$ cat src/rtl/fir_uart_stream_ctrl.sv
// fir_uart_stream_ctrl: sequences UART byte collection, one FIR run and UART result transmission
module fir_uart_stream_ctrl #(
   parameter int IN_BYTES    = 2,
   parameter int OUT_BYTES   = 2,
   parameter int TIMEOUT_CYC = 0,
   parameter bit STREAM      = 1'b0,
   localparam int MAX_BYTES  = IN_BYTES > OUT_BYTES ? IN_BYTES : OUT_BYTES,
   localparam int IDX_W      = $clog2(MAX_BYTES) > 1 ? $clog2(MAX_BYTES) : 1
) (
   input  logic             clk,
   input  logic             rst_n,
   input  logic             rx_data_ready_i,
   input  logic             fir_out_valid_i,
   input  logic             tx_busy_i,
   output logic             rx_ld_o,
   output logic [IDX_W-1:0] rx_sel_o,
   output logic             fir_in_valid_o,
   output logic             res_ld_o,
   output logic             tx_start_o,
   output logic [IDX_W-1:0] tx_sel_o,
   output logic             done_o,
   output logic             timeout_err_o,
   output logic             rx_overrun_o
);
   localparam int TMR_W = $clog2(TIMEOUT_CYC + 1) > 1 ? $clog2(TIMEOUT_CYC + 1) : 1;
   localparam logic [IDX_W-1:0] RX_LAST  = IDX_W'(IN_BYTES - 1);
   localparam logic [IDX_W-1:0] TX_LAST  = IDX_W'(OUT_BYTES - 1);
   localparam logic [TMR_W-1:0] TMR_LAST = TMR_W'(TIMEOUT_CYC > 0 ? TIMEOUT_CYC - 1 : 0);

   typedef enum logic [3:0] {
      RECV, START_FIR, WAIT_FIR, CAPTURE, TX_SEND, TX_HOLD, TX_WAIT, DONE, IDLE
   } state_t;

   state_t           state_q;
   logic [IDX_W-1:0] rx_cnt_q;
   logic [IDX_W-1:0] tx_cnt_q;
   logic [TMR_W-1:0] timer_q;
   logic             fir_in_valid_q;
   logic             res_ld_q;
   logic             done_q;
   logic             in_recv;
   logic             tmo;

   // A partial sample expires only while bytes are pending; a byte arriving on the last cycle wins.
   assign in_recv = state_q == RECV;
   assign tmo     = TIMEOUT_CYC > 0 && in_recv && rx_cnt_q != '0 && timer_q == TMR_LAST && !rx_data_ready_i;

   // Mealy strobes are gated by rst_n so they vanish the moment reset is asserted.
   assign rx_ld_o        = rst_n && in_recv && rx_data_ready_i;
   assign rx_overrun_o   = rst_n && !in_recv && rx_data_ready_i;
   assign timeout_err_o  = rst_n && tmo;
   assign tx_start_o     = rst_n && state_q == TX_SEND && !tx_busy_i;
   assign rx_sel_o       = rx_cnt_q;
   assign tx_sel_o       = tx_cnt_q;
   assign fir_in_valid_o = fir_in_valid_q;
   assign res_ld_o       = res_ld_q;
   assign done_o         = done_q;

   // Transaction sequencer: state, byte counters, inter-byte timer and registered one-cycle strobes.
   always_ff @(posedge clk or negedge rst_n) begin
      if (!rst_n) begin
         state_q        <= RECV;
         rx_cnt_q       <= '0;
         tx_cnt_q       <= '0;
         timer_q        <= '0;
         fir_in_valid_q <= 1'b0;
         res_ld_q       <= 1'b0;
         done_q         <= 1'b0;
      end else begin
         fir_in_valid_q <= 1'b0;
         res_ld_q       <= 1'b0;
         done_q         <= 1'b0;
         case (state_q)
            RECV: begin
               if (rx_data_ready_i) begin
                  timer_q <= '0;
                  if (rx_cnt_q == RX_LAST) begin
                     rx_cnt_q       <= '0;
                     state_q        <= START_FIR;
                     fir_in_valid_q <= 1'b1;
                  end else begin
                     rx_cnt_q <= rx_cnt_q + IDX_W'(1);
                  end
               end else if (tmo) begin
                  rx_cnt_q <= '0;
                  timer_q  <= '0;
               end else if (TIMEOUT_CYC > 0 && rx_cnt_q != '0) begin
                  timer_q <= timer_q + TMR_W'(1);
               end
            end
            START_FIR: state_q <= WAIT_FIR;
            WAIT_FIR: begin
               if (fir_out_valid_i) begin
                  state_q  <= CAPTURE;
                  res_ld_q <= 1'b1;
               end
            end
            CAPTURE: begin
               tx_cnt_q <= '0;
               state_q  <= TX_SEND;
            end
            TX_SEND: state_q <= tx_busy_i ? TX_SEND : TX_HOLD;
            TX_HOLD: state_q <= TX_WAIT;
            TX_WAIT: begin
               if (!tx_busy_i) begin
                  if (tx_cnt_q == TX_LAST) begin
                     state_q <= DONE;
                     done_q  <= 1'b1;
                  end else begin
                     tx_cnt_q <= tx_cnt_q + IDX_W'(1);
                     state_q  <= TX_SEND;
                  end
               end
            end
            DONE: state_q <= STREAM ? RECV : IDLE;
            IDLE: state_q <= RECV;
            default: begin
               state_q  <= RECV;
               rx_cnt_q <= '0;
               tx_cnt_q <= '0;
               timer_q  <= '0;
            end
         endcase
      end
   end
endmodule

$ cat config.mk
export PLATFORM = sky130hd
export DESIGN_NAME = fir_uart_stream_ctrl
export DESIGN_NICKNAME = d
export VERILOG_FILES = /design/src/rtl/fir_uart_stream_ctrl.sv
export SDC_FILE = /design/constraint.sdc
export NUM_CORES = 1
export LEC_CHECK = 0
export ABC_AREA = 0
export BUFFER_PORTS_ARGS = -buffer_cell sky130_fd_sc_hd__buf_2
export CORE_AREA = 5 5 42 44
export CTS_BUF_LIST = sky130_fd_sc_hd__clkbuf_8
export DETAILED_ROUTE_END_ITERATION = 8
export DIE_AREA = 0 0 47 49
export SETUP_SLACK_MARGIN = 0.5
export SYNTH_ARGS = -nofsm -noshare
export SYNTH_HDL_FRONTEND = slang
export SYNTH_SLANG_ARGS = --single-unit
$ cat constraint.sdc
create_clock -name clk -period 1.25 [get_ports clk]
set_input_delay 0.25 -clock clk [delete_from_list [all_inputs] [get_ports clk]]
set_output_delay 0.25 -clock clk [all_outputs]
set_load 0.01 [all_outputs]
### Word level (Yosys, flattened, before mapping)

Cells that the tools add are included.

| storage, ports and cells | value |
|---|---|
| RAM bits | 0 |
| bits of input ports | 5 |
| bits in latches | 0 |
| memory bits (read-only) | 0 |
| flip-flop bits (word level) | 9 |
| logic and storage cells | 57 |
| memories kept | 0 |

| operators by class | value |
|---|---|
| $mul | 0 |
| order comparisons | 0 |
| reduce and logical (&&, ||, !) cells | 14 |
| bitwise operators | 2 |
| shifts and indexed selects | 0 |
| $add $sub $neg | 2 |
| divide/modulo/power cells | 0 |
| equal/unequal tests | 12 |
| muxes and demuxes | 21 |

Operators by type and width:

| cell | count |
|---|---|
| $pmux W4 S8 | 1 |
| $eq A4 B3 Y1 const B | 4 |
| $mux W4 | 4 |
| $mux W1 | 13 |
| $eq A4 B2 Y1 const B | 2 |
| $ne A2 B2 Y1 const B | 4 |
| $reduce_or A8 Y1 | 1 |
| $reduce_or A7 Y1 | 1 |
| $logic_and A1 B1 Y1 | 6 |
| $eq A4 B1 Y1 const B | 1 |
| $eq A4 B4 Y1 const B | 1 |
| $logic_not A4 Y1 | 1 |
| $pmux W1 S2 | 2 |
| $reduce_and A2 Y1 | 2 |
| $reduce_and A4 Y1 | 1 |
| $add A1 B1 Y1 const B | 2 |
| $logic_not A1 Y1 | 2 |
| $mux W2 | 1 |
| $not A1 Y1 | 2 |

### Depth between registers and ports, before layout

Gate-level depths: netlist of the first run.

| depth | value |
|---|---|
| depth in word-level cells | 4 |
| depth in mapped cells | 4 |
| gate-level depth less buffers | 3 |

### Worst setup path after synthesis of the first run

OpenSTA, ideal clock, no wires.

| timing path | value |
|---|---|
| path kind | reg2out |
| from | register state_q[1] |
| to | output rx_ld_o |
| path buffers | 1 |
| path slack | 20 ps |
| stages on the path, launching flop included | 5 |
| data arrival time | 980 ps |
| cells stage by stage | dfrtp_1 buf_6 nor3_4 nand2b_2 nor2_1 |

| on the way | value |
|---|---|
| word-level cells in the longest chain between the ends | 3 |

Ends and longest elaborated chain:

| what | line | text |
|---|---|---|
| start: declaration | 34 | `state_t state_q;` |
| start signal: assignment | 102 | `TX_SEND: state_q <= tx_busy_i ? TX_SEND : TX_HOLD;` |
| start signal: assignment | 115 | `DONE: state_q <= STREAM ? RECV : IDLE;` |
| $logic_not A4 Y1 | 45 | `assign in_recv = state_q == RECV;` |
| $logic_and A1 B1 Y1 (2 in series) | 49 | `assign rx_ld_o = rst_n && in_recv && rx_data_ready_i;` |
| end: declaration | 15 | `output logic rx_ld_o,` |

No other way between the ends.

### Worst setup path after layout of the first run

| timing path | value |
|---|---|
| from | register state_q[2] |
| to | output rx_overrun_o |

| on the way | value |
|---|---|
| word-level cells in the longest chain between the ends | 4 |

Ends and longest elaborated chain:

| what | line | text |
|---|---|---|
| $logic_not A4 Y1 | 45 |  |
| $logic_not A1 Y1 | 50 | `assign rx_overrun_o = rst_n && !in_recv && rx_data_ready_i;` |
| $logic_and A1 B1 Y1 (2 in series) | 50 |  |
| end: declaration | 23 | `output logic rx_overrun_o` |

No other way between the ends.

==> impl_results.md, run 1 <==
* Gate power share at 60.4%
* Clock share of power at around 16%
* ANT cells at 0
* Worst hold margin at -0.0564 ns
* 1st-pass router iterations at 4
* Clock Latency Late Sink at ~0.24 ns
* Residual DRC at 0
* Cell Count, Final, Fillers Out at between 100 and 150
* Total Wirelength at between 1000 and 1500 µm
* Yosys reg bits at 9
* CP Capture Type: output port
* Leakage power at about 0.00043 µW
* Clock Tree Buf Depth at 2
* P_int at around 1300 µW
* Family with the most delay on the worst path: simple AND/OR/NAND/NOR gates
* Seq pwr share at 23.4%
* Core Region at 1400 µm²
* Die area at between 2000 and 2500 µm²
* Syn avg cell area at around 9.5 µm²
* Largest net degree at the start of global routing at 11
* Final Hold Fails at 6
* Synth Cell Area at roughly 550 µm²
* Most frequent cells in the layout: 11 x buf_2, 11 x buf_4, 8 x dfrtp_1
* Share of cells above drive strength 1 at about 54%
* Endpoints failing setup at 5
* Final WS setup at -0.234 ns
* Die Y at between 40 and 50 µm
* Initial Utilization at just under 40%
* Inst Count DP at between 80 and 90
* Nets at 93
* I/O Buffers at 12
* Final Slew Violations at 0
* YS warnings at 0
* Vias at 514
* Sequential area share after synthesis at about two fifths
* Die X at about 47 µm
* Worst reg2reg setup slack at -0.03 ns
* Overall routing resource usage at approximately an eighth
* CTS tree: done
* IO Pins at 14
* Hold crit path type: in -> async
* Critical path arrival at 1.23 ns
* Vias per inst at approximately 5
* Final period utilization at 119%
* H-tree levels at 1
* Multi-input logic area at about 320 µm²
* Clock skew at about 0.0031 ns
* Fmax achieved at approximately 0.67 GHz
* Post-synth cell types at 26
* Post-DRT Antenna Nets at 0
* Clk sink count at 9
* Crit path kind: reg -> out
* Syn nets at 63
* Crit path max fanout at 3
* RSZ-0062 raised after global routing: yes
* Vias in the first global route at around 490
* Area growth syn-to-layout at 54.0%
* Utilization after layout at 60.4%
* Max-cap viol count at 0
* Crit-path slowest cell: dfrtp_2
* Power per cell area at around 2500 nW/µm²
* Critical path cell sequence: nor3_4, nand2b_4, nor2b_4, buf_6
* Buf/Inv on CP at 1
* Startpoint type of the worst setup path: flip-flop
* Final-layout fill cell count at ~120
* CTS clk-pin slew, worst paths at around 0.050 ns
* WP data required at 1.00 ns
* Status: complete, but fails checks
* Register Area at between 200 and 250 µm²
* CTS hold repair buffers at 1
* Routability-driven placement congestion ratio at approximately 0.74
* Final min period at approximately 1.5 ns
* Syn Inst Count at 58
* Dpl hpwl at roughly 800 µm
* WL/cell at around 13 µm
* Switching Share at between 30% and 40%
* Row Count at 14
* CTS buffer count at 3
* Max IR drop VDD at around 1.3 mV
* Violated checks: hold timing, setup timing
* Root buf cell: clkbuf_8
* Max incr delay on CP at ~0.43 ns
* Total grt overflow at 0
* First-pass GRT wire length at between 2000 and 2500 µm
* P_sw at 779 µW
* Initial drt markers at 7
* Antenna violations before repair at 0
## worst reg2reg max path, stage by stage (launching register included)
cell	delay, ns
dfrtp_2	0.43
buf_4	0.14
buf_6	0.11
buf_6	0.12
nand2b_4	0.06
nand4b_1	0.13
and3_1	0.18
## registers in the layout, indices dropped and copies added, names as in the netlist
| register | count |
|---|---|
| done_o | 1 |
| res_ld_o | 1 |
| tx_sel_o | 1 |
| rx_sel_o | 1 |
| state_q | 4 |
| fir_in_valid_o | 1 |
## routing by layer
metal	part of all wire [%]	global-route usage [%]	vias to the layer above	wire length, µm
met4	4.0	9.68	0	53
met5	0	0	-	0
li1	-	-	247	-
met3	6.9	3.69	7	90
met1	35	14.4	243	464
met2	54	19.2	17	703
## through the flow
step / worst slack (ns) / power, µW / area, µm² / TNS, ns / hold WS [ns]
4_1_cts: -0.200 / 1970 / 805 / -0.535 / -0.0445
5_1_grt: -0.280 / 2250 / 846 / -0.856 / -0.0405
3_5_place_dp: 0.00951 / 1380 / 656 / 0 / 0.0731
6_report: -0.234 / 2110 / 846 / -0.642 / -0.0564
2_1_floorplan: 0.0488 / 1200 / 576 / 0 / -0.0456
3_3_place_gp: 0.0277 / 1380 / 656 / 0 / 0.0705
## cells in the mapped netlist
library cell  count  area (µm²)
nand3_1           2        10.0
o21ai_0           1        5.00
nor3_1            2        10.0
nor2b_1           4        25.0
nor2_2            1        6.26
dfrtp_1           9         225
xor2_1            1        8.76
o22ai_1           1        6.26
a21o_1            1        7.51
conb_1            1        3.75
nor2b_4           2        27.5
and3_1            3        18.8
nand2b_2          1        8.76
o21ai_1           1        5.00
inv_1             1        3.75
o311ai_1          1        8.76
o21a_1            1        7.51
buf_4             2        15.0
buf_6             3        33.8
nand2_1           3        11.3
nand2b_1          6        37.5
nand4b_1          1        8.76
nor2_1            7        26.3
a211oi_1          1        7.51
a21oi_1           1        5.00
nor3_4            1        16.3
## cell families after synthesis
family | synth area share, %
flip-flops | 41.0
other | 0.683
XOR/XNOR | 1.59
AO/OA/AOI/OAI | 9.57
buffers and inverters | 9.57
AND/OR/NAND/NOR | 37.6
## power by group through the flow
stage          clock network (µW)  logic [µW]  registers [µW]
5_1_grt                       356        1390             502
2_1_floorplan                   0         717             482
6_report                      341        1270             492
3_3_place_gp                    0         861             520
4_1_cts                       345        1130             500
3_5_place_dp                    0         854             524
## final cells by class
type                            count  share of cell area [%]
Clock buffer                        3                    4.88
Timing Repair Buffer               30                    26.8
Inverter                            1                   0.444
Sequential cell                     9                    26.8
Tap cell                           16                    2.37
Clock inverter                      1                   0.444
Multi-Input combinational cell     43                    38.3
## path summary, 6_finish.rpt
path / from / cells after the start / endpoint
min in group clk: fir_out_valid_i / 4 / res_ld_o
max in group asynchronous: rst_n / 2 / state_q[0]
min reg2reg: state_q[3] / 2 / state_q[2]
max reg2reg: state_q[2] / 6 / state_q[0]
max: state_q[2] / 4 / rx_overrun_o
min: rst_n / 2 / state_q[3]
## timing repair
item	CTS	global route
endpoints found under the setup margin	17	17
hold endpoints to repair	3	6
gates resized for setup	10	4
setup buffers	7	3
pin swaps	5	6
Note: power is estimated with default switching activity, not from simulation.
==> run 2: changes to the inputs <==
--- a/config.mk
+++ b/config.mk
@@ -7,10 +7,11 @@
 export LEC_CHECK = 0
 export ABC_AREA = 0
 export BUFFER_PORTS_ARGS = -buffer_cell sky130_fd_sc_hd__buf_2
-export CORE_AREA = 5 5 42 44
+export CORE_AREA = 2 2 39 41
 export CTS_BUF_LIST = sky130_fd_sc_hd__clkbuf_8
 export DETAILED_ROUTE_END_ITERATION = 8
-export DIE_AREA = 0 0 47 49
+export DIE_AREA = 0 0 41 43
+export GPL_ROUTABILITY_DRIVEN = 0
 export SETUP_SLACK_MARGIN = 0.5
 export SYNTH_ARGS = -nofsm -noshare
 export SYNTH_HDL_FRONTEND = slang
==> run 2 against run 1 <==
- the flow finishes with violations (setup timing)
- register-to-register slack better by 0.08 ns
- final cell count decreased by 1.9%
- critical path type unchanged
- global-route usage rose by 5.6 points
- clock power rose by 5%
- sequential share of layout area fell by 0.35 points
- cell area rose by 1.3%
- utilization increased by 1.6 points
==> impl_results.md, run 2 (same netlist as run 1, synthesis figures left out) <==
* Status: complete, but fails checks
* Violated checks: setup timing
* Initial drt markers at 7 (unchanged)
* Clock Latency Late Sink at 0.24 ns (about the same)
* Family with the most delay on the worst path: simple AND/OR/NAND/NOR gates
* Final Hold Fails at 0 (-6)
* Most frequent cells in the layout: 10 x buf_2, 8 x dfrtp_1, 8 x buf_6, 8 x buf_4
* Nets at 91 (-2.2%)
* Switching Share at 38.7% (+1.7 points)
* Largest net degree at the start of global routing at 10 (-1)
* Die Y at 43 µm (-12%)
* Max-cap viol count at 0 (unchanged)
* CTS clk-pin slew, worst paths at 0.05 ns (about the same)
* First-pass GRT wire length at 2110 µm (+1.3%)
* P_sw at 834 µW (+7.0%)
* Power per cell area at 2510 nW/µm² (+1.0%)
* Dpl hpwl at 810 µm (+0.82%)
* IO Pins at 14 (unchanged)
* CP Capture Type: output port
* Hold crit path type: in -> reg
* Clock Tree Buf Depth at 2 (unchanged)
* Startpoint type of the worst setup path: flip-flop
* CTS tree: done
* Top Usage Layer GRT: met2
* WP data required at 1.00 ns (about the same)
* Initial Utilization at 39.7% (+0.50 points)
* Met2 Track Usage GR at 27.2% (+8.0 points)
* Critical path cell sequence: nor3_4, nand2b_4, nor2b_4, buf_6
* Clk sink count at 9 (unchanged)
* Clock share of power at 16.5% (+0.3 points)
* Endpoints failing setup at 3 (-2)
* Crit path max fanout at 3 (unchanged)
* Final period utilization at 117% (-1.8 points)
* Seq pwr share at 23.4% (about the same)
* Max incr delay on CP at 0.41 ns (-0.02 ns)
* Area growth syn-to-layout at 56.0%
* ANT cells at 0 (unchanged)
* Antenna violations before repair at 0 (unchanged)
* Most common cell after layout, fill and taps aside: buf_2
* Leakage power at 0.000414 µW (-3.6%)
* Final WS setup at -0.212 ns (+0.0225 ns)
* I/O Buffers at 12 (unchanged)
* Clock skew at 0.00958 ns (+0.00651 ns)
* Crit path launch: state_q[1]
* Number of flip-flops in the largest register at 4 (unchanged)
* Max IR drop VDD at 1.34 mV (+6.2%)
* Final-layout fill cell count at 105 (-9.5%)
* Core Region at 1380 µm² (-1.2%)
* Row Count at 14 (unchanged)
* Largest Register: state_q
* P_int at 1320 µW (-0.39%)
* Crit path kind: reg -> out
* Share of cells above drive strength 1 at 56.5% (+2.4 points)
* Fmax achieved at 0.684 GHz (+1.5%)
* Die area at 1760 µm² (-23%)
* Worst hold margin at 0.258 ns (+0.314 ns)
* CTS buffer count at 3 (unchanged)
* Vias at 496 (-3.5%)
* Final Slew Violations at 0 (unchanged)
* Vias per inst at 4.91 (-1.6%)
* H-tree levels at 1 (unchanged)
* Buf/Inv on CP at 1 (unchanged)
* Hold path start: fir_out_valid_i
* GRT met1 Usage at 22.3% (+7.8 points)
* 1st-pass router iterations at 3 (-1)
* Cell Count, Final, Fillers Out at 101 (-1.9%)
* Crit-path slowest cell: dfrtp_1
* Total Wirelength at 1360 µm (+3.8%)
* Post-DRT Antenna Nets at 0 (unchanged)
* Final min period at 1.46 ns (-0.0225 ns)
* RSZ-0062 raised after global routing: yes
* Residual DRC at 0 (unchanged)
* Die X at 41 µm (-13%)
* Gate power share at 60.1% (-0.3 points)
* Launching point of the worst reg2reg path: state_q[1]
* Worst reg2reg setup slack at 0.05 ns (+0.08 ns)
* Inst Count DP at 88 (unchanged)
* Critical path arrival at 1.21 ns (-0.02 ns)
* Overall routing resource usage at 18.4% (+5.6 points)
* Vias in the first global route at 468 (-5.3%)
* Total grt overflow at 0 (unchanged)
* WL/cell at 13.5 µm (+5.9%)
* Routing usage on met3 at 6.28% (+2.6 points)
* Root buf cell: clkbuf_8
run 2: what timing repair did:
item	CTS	global route
setup endpoints to repair	17	17
endpoints found under the hold margin	3	0
pin swaps	4	5
setup buffers	5	2
gates resized for setup	9	11
gates cloned	0	0
hold buffers	2	0
run 2: final cells by class:
type	instances	area [µm²]	area share [%]
clock inverters	1	5.00	0.584
inverters	1	3.75	0.438
clock buffers	3	41.3	4.82
multi-input cells	43	340	39.7
well taps	16	20.0	2.34
repair buffers	28	220	25.7
flip-flops and latches	9	226	26.4
run 2: stage by stage:
stage / util, % / power [µW] / cell area [µm²] / worst slack [ns] / TNS [ns]
floorplan: - / 1200 / 576 / 0.0488 / 0
global placement: 47.4 / 1370 / 656 / 0.0302 / 0
detailed placement: 47.4 / 1380 / 656 / 0.0396 / 0
CTS: 57.8 / 1960 / 800 / -0.204 / -0.549
global route: 61.9 / 2270 / 857 / -0.265 / -0.738
finish: 61.9 / 2160 / 857 / -0.212 / -0.551
run 2: final timing paths:
check / end / cells past startpoint
max in group asynchronous: state_q[2] / 3
min in group asynchronous: tx_sel_o / 2
setup / recovery: rx_overrun_o / 4
hold / removal: res_ld_o / 3
setup reg to reg: rx_sel_o / 6
hold reg to reg: state_q[3] / 2
run 2: power by group through the flow:
stage	logic, µW	clock network (µW)	registers, µW
final	1300	357	504
after detailed placement	870	0	510
after global placement	860	0	509
after global routing	1380	376	511
after CTS	1110	359	492
after floorplan	717	0	482
run 2: worst min-delay path: stages:
cell and delay (ns):
buf_2 0.11, nand2b_4 0.06, nor3_2 0.03
run 2: routing by layer:
layer,up-vias,share of wire [%],wire length (µm)
met3,3,3.5,48
li1,242,-,-
met5,-,0,0
met4,0,1.5,21
met1,243,44,594
met2,8,51,699
